## src/rtl/sqrt_arbiter.sv

```systemverilog
// Round-robin arbiter that shares one sqrt32 core among NREQ requesters.
// Sequences the core through load/run/response phases and guards each run with a watchdog.
module sqrt_arbiter #(
    parameter int NREQ       = 4,
    parameter int MAX_CYCLES = 64
) (
    input  logic                 clk,
    input  logic                 reset,
    input  logic [NREQ-1:0]      req_valid,
    input  logic [32*NREQ-1:0]   req_x,
    output logic [NREQ-1:0]      req_ready,
    output logic [NREQ-1:0]      resp_valid,
    input  logic [NREQ-1:0]      resp_ready,
    output logic [15:0]          resp_y,
    output logic                 resp_err,
    output logic                 sq_reset,
    output logic [31:0]          sq_x,
    input  logic                 sq_rdy,
    input  logic [15:0]          sq_y
);

    localparam int PW = (NREQ > 1) ? $clog2(NREQ) : 1;
    localparam int CW = $clog2(MAX_CYCLES + 1);

    typedef enum logic [1:0] {
        IDLE,
        LOAD,
        RUN,
        RESP
    } state_t;

    state_t          state_q, state_d;
    logic [PW-1:0]   ptr_q, ptr_d;
    logic [PW-1:0]   gnt_q, gnt_d;
    logic [31:0]     x_q, x_d;
    logic [15:0]     y_q, y_d;
    logic            err_q, err_d;
    logic [CW-1:0]   cnt_q, cnt_d;

    logic            any_req;
    logic [PW-1:0]   pick;
    logic [PW-1:0]   idx;

    // First pending requester at or after ptr, wrapping around.
    always_comb begin
        any_req = 1'b0;
        pick    = ptr_q;
        idx     = '0;
        for (int unsigned k = 0; k < NREQ; k++) begin
            idx = PW'((32'(ptr_q) + k) % 32'(NREQ));
            if (!any_req && req_valid[idx]) begin
                any_req = 1'b1;
                pick    = idx;
            end
        end
    end

    always_ff @(posedge clk) begin
        if (reset) begin
            state_q <= IDLE;
            ptr_q   <= '0;
            gnt_q   <= '0;
            x_q     <= '0;
            y_q     <= '0;
            err_q   <= 1'b0;
            cnt_q   <= '0;
        end else begin
            state_q <= state_d;
            ptr_q   <= ptr_d;
            gnt_q   <= gnt_d;
            x_q     <= x_d;
            y_q     <= y_d;
            err_q   <= err_d;
            cnt_q   <= cnt_d;
        end
    end

    always_comb begin
        state_d = state_q;
        ptr_d   = ptr_q;
        gnt_d   = gnt_q;
        x_d     = x_q;
        y_d     = y_q;
        err_d   = err_q;
        cnt_d   = cnt_q;
        unique case (state_q)
            IDLE: begin
                if (any_req) begin
                    gnt_d   = pick;
                    ptr_d   = PW'((32'(pick) + 32'd1) % 32'(NREQ));
                    x_d     = req_x[32*pick +: 32];
                    state_d = LOAD;
                end
            end
            LOAD: begin
                cnt_d   = '0;
                state_d = RUN;
            end
            RUN: begin
                // cnt_q==0 marks the first RUN cycle, where sq_rdy may still be stale.
                if (cnt_q != '0 && sq_rdy) begin
                    y_d     = sq_y;
                    err_d   = 1'b0;
                    cnt_d   = '0;
                    state_d = RESP;
                end else if (cnt_q == CW'(MAX_CYCLES - 1)) begin
                    y_d     = '0;
                    err_d   = 1'b1;
                    cnt_d   = '0;
                    state_d = RESP;
                end else begin
                    cnt_d = cnt_q + 1'b1;
                end
            end
            RESP: begin
                if (resp_ready[gnt_q]) begin
                    state_d = IDLE;
                end
            end
            default: state_d = IDLE;
        endcase
    end

    always_comb begin
        req_ready  = '0;
        resp_valid = '0;
        sq_reset   = 1'b1;
        if (state_q == IDLE && any_req && !reset) begin
            req_ready[pick] = 1'b1;
        end
        if (state_q == RESP) begin
            resp_valid[gnt_q] = 1'b1;
        end
        if (state_q == RUN) begin
            sq_reset = 1'b0;
        end
    end

    assign sq_x     = x_q;
    assign resp_y   = y_q;
    assign resp_err = err_q;

endmodule
```

## config.mk

```make
export PLATFORM = sky130hd
export DESIGN_NAME = sqrt_arbiter
export DESIGN_NICKNAME = d
export VERILOG_FILES = /design/src/rtl/sqrt_arbiter.sv
export SDC_FILE = /design/constraint.sdc
export NUM_CORES = 1
export LEC_CHECK = 0
export BUFFER_PORTS_ARGS = -buffer_cell sky130_fd_sc_hd__buf_2
export CAP_MARGIN = 20
export CORE_ASPECT_RATIO = 1.2
export CORE_MARGIN = 2
export CORE_UTILIZATION = 40
export CTS_BUF_LIST = sky130_fd_sc_hd__clkbuf_4 sky130_fd_sc_hd__clkbuf_8
export DETAILED_ROUTE_END_ITERATION = 8
export PLACE_DENSITY = 0.79
export REMOVE_ABC_BUFFERS = 1
export SLEW_MARGIN = 20
export SYNTH_ARGS = -nofsm -noshare
export SYNTH_HDL_FRONTEND = slang
export SYNTH_SLANG_ARGS = --single-unit
```

## constraint.sdc

```tcl
create_clock -name clk -period 2.75 [get_ports clk]
set_input_delay 0.4125 -clock clk [delete_from_list [all_inputs] [get_ports clk]]
set_output_delay 0.4125 -clock clk [all_outputs]
set_load 0.02 [all_outputs]
```

==> impl_metrics.toml <==
[floorplanning]
initial_utilization = 0.416
floorplan_die_area_mm2 = 0.0103
core_mm2 = 0.00913
die_width_um = 93.0
design.portCount = 213
rows = 38
chipHeight_um = 111

[cts]
tritoncts.num_buffers = 9
ctsHoldBuffers = 0
post-cts-setup-buffers = 0
cts_max_path_buffers = 2
numClockSinks = 62
worstSkewPairLatency_ps = 350
tritoncts_clock_tree = "built"
clock_tree.root_cell = "clkbuf_8"
cts-resized-gates = 0
clkTransAtPathRegs_ps = 70
htree_levels = 3

[status]
run_status = "finished, final reports clean"

[synth]
yosys.cell_count.top_type = "nor2_1"
synth-warning-count = 0
synthesis.area_mm2 = 0.00380
synth.largest_area_cell = "dfxtp_1"
ys_types = 49
async_flop_share = 0
ys_seq_elements = 62
synth-seq-area-share = 0.327
synth.cells.most_frequent = "nor2_1 (64), dfxtp_1 (62), a211oi_1 (36), o21ai_0 (35), clkbuf_1 (34)"
synthDominantCellAreaShare = 0.327
yosys_most_used_dff = "dfxtp_1"
post_synth_inst_count = 461
synth-edff-count = 0
postSynthAreaPerCell_um2 = 8.24
synth.top_cells.by_area = "dfxtp_1 (33%), a221oi_1 (7.4%), nor4b_1 (7.4%)"

[route]
drt-total-wl_um = 12700
routed-via-count = 4439
drt.antenna.violating_nets = 0
wl_per_cell_um = 16.5
drt_first_iter_violations = 271
routed_via_density = 5.76
drc = 0
firstDrtPassIters = 5

[placed_design]
pre_cts_slack_ps = 522
place.detailed.instances = 755
post_place_instance_area_mm2 = 0.00499
buffer_ports.inserted = 212
gpl.final_weighted_congestion = 0.864
post_dp_hpwl_um = 9300

[global_route]
antenna_found_initial = 0
number_of_global_route_vias_before_repair = 4281
grt_use_total = 0.243
first_pass_grt_wire_length_um = 20400
grt_max_degree = 39
gr-total-overflow = 0

[layout]
nNetsFinal = 806
layout.area.seq_mm2 = 0.00124
final_cell_count_no_fill = 771
drive_gt1_frac = 0.396
finalInstanceArea_mm2 = 0.00518
area_delta_synth_final_pct = 36.5
fillerInstances = 853
antenna-diode-count = 0
multi_input_gate_area_in_the_final_layout_mm2 = 0.00234

[timing]
final_critical_path_setup_slack_ps = 419
final.setup.tns_ps = 0
setup_violations = 0
relSlewSlack = 0.681
grt_setup_unrepaired = "no"
layout_worst_path_cycle_share = 0.848
transition_time_at_the_pin_with_the_least_slew_margin_ps = 477
highest_achievable_clock_rate_mhz = 429
fin_crit_ps = 2330
final_max_slew_viol_count = 0
timing.clock.skew_ps = 17.3
timing.final.hold_violations = 0

[power]
swShare = 0.453
switching_power_mw = 2.11
share_seq_of_total_power = 0.282
power.share.combinational = 0.544
power_leakage_nw = 2.24
power-per-cell-area_mw_per_mm2 = 899
power_frac_clock = 0.174
p_int_mw = 2.55
worst_ir_drop_on_vdd_uv = 428

[setup_path]
crit_slowest_cell = "dfxtp_1"
critPathRequiredTime_ps = 2340
crit_path_max_incr_delay_ps = 620
cp-end-kind = "output pin"
criticalPathCategory = "reg2out"
timing.rr.start = "ptr_q[1]"
reg2reg_slack_ps = 630
crit_arrival_ps = 1920
critPathLaunchType = "flop"
maximum_fanout_along_the_worst_path = 13
r2r.worst_path.cells = 6
worstReg2RegEnd = "sq_x[25]"
crit_chain = "nor2b_1, o32ai_4, nor3b_1, buf_2"

[hold_path]
worstHoldEndpoint = "resp_y[6]"
min-delay-start = "sq_y[6]"
timing.hold.worst_path_depth = 3
hold_path.class = "in2reg"

[job]
max_cap_violations = 0
cells in the final DEF (no fill, tap or decap), types with 4 or more instances in the layout:
master / instances
a211oi_1: 36
a21oi_1: 8
a221oi_1: 32
a22oi_1: 15
buf_2: 212
buf_4: 14
clkbuf_8: 9
dfxtp_1: 62
ha_1: 5
inv_1: 9
nand2_1: 10
nand2b_1: 12
nor2_1: 64
nor3_1: 7
nor3b_1: 4
nor4b_1: 32
o21ai_0: 35
o31a_1: 32
worst max path at each step:
stage                         to    startpoint
floorplan                sq_x[0]  req_valid[3]
global placement    req_ready[0]  req_valid[3]
detailed placement  req_ready[0]  req_valid[3]
CTS                 req_ready[1]      ptr_q[0]
global route        req_ready[1]      ptr_q[0]
finish              req_ready[1]      ptr_q[0]
through the flow:
step / hold WS, ps / power [mW] / utilization
after CTS: 313 / 4.68 / 0.568
after global routing: 321 / 5.02 / 0.568
after global placement: 450 / 3.79 / 0.546
final: 323 / 4.66 / 0.568
after floorplan: 463 / 2.88 / -
after detailed placement: 455 / 3.86 / 0.546
power groups by stage:
stage / Clock, mW / Combinational (mW) / Sequential, mW
CTS: 0.830 / 2.54 / 1.31
finish: 0.812 / 2.53 / 1.32
global route: 0.877 / 2.80 / 1.34
detailed placement: 0 / 2.53 / 1.33
global placement: 0 / 2.47 / 1.32
floorplan: 0 / 1.37 / 1.51
area by class of cell:
class,instances,share of cell area
Clock buffer,9,0.0239
Sequential cell,62,0.239
Clock inverter,7,0.0142
Timing Repair Buffer,229,0.236
Multi-Input combinational cell,335,0.451
Tap cell,120,0.0290
Inverter,9,0.00652
sequential cells by signal, summed over array words and instances (netlist names):
name      cells
cnt_q         7
resp_err      1
sq_x         32
state_q       2
ptr_q         2
resp_y       16
gnt_q         2
per-layer routing:
metal | vias to the layer above | track usage | wire [um]
li1 | 2142 | - | -
met1 | 2061 | 0.286 | 5210
met2 | 215 | 0.419 | 6250
met3 | 21 | 0.0619 | 1010
met4 | 0 | 0.0922 | 255
met5 | - | 0 | 0
cell families after synthesis:
group	Yosys count	share of synthesized area
AO/OA/AOI/OAI	176	0.349
AND/OR/NAND/NOR	147	0.215
buffers and inverters	64	0.0728
flip-flops	62	0.327
XOR/XNOR	5	0.0115
adder cells (fa/ha/maj)	5	0.0165
multiplexers	2	0.00856
critical path, delay by kind of cell, from the launching register on:
family	cells	cell delay [ps]
buffers and inverters	1	210
DFF	1	620
and+or+nand+nor	2	430
AOI/OAI and AO/OA	1	330
Power figures use the tool's default switching activity.
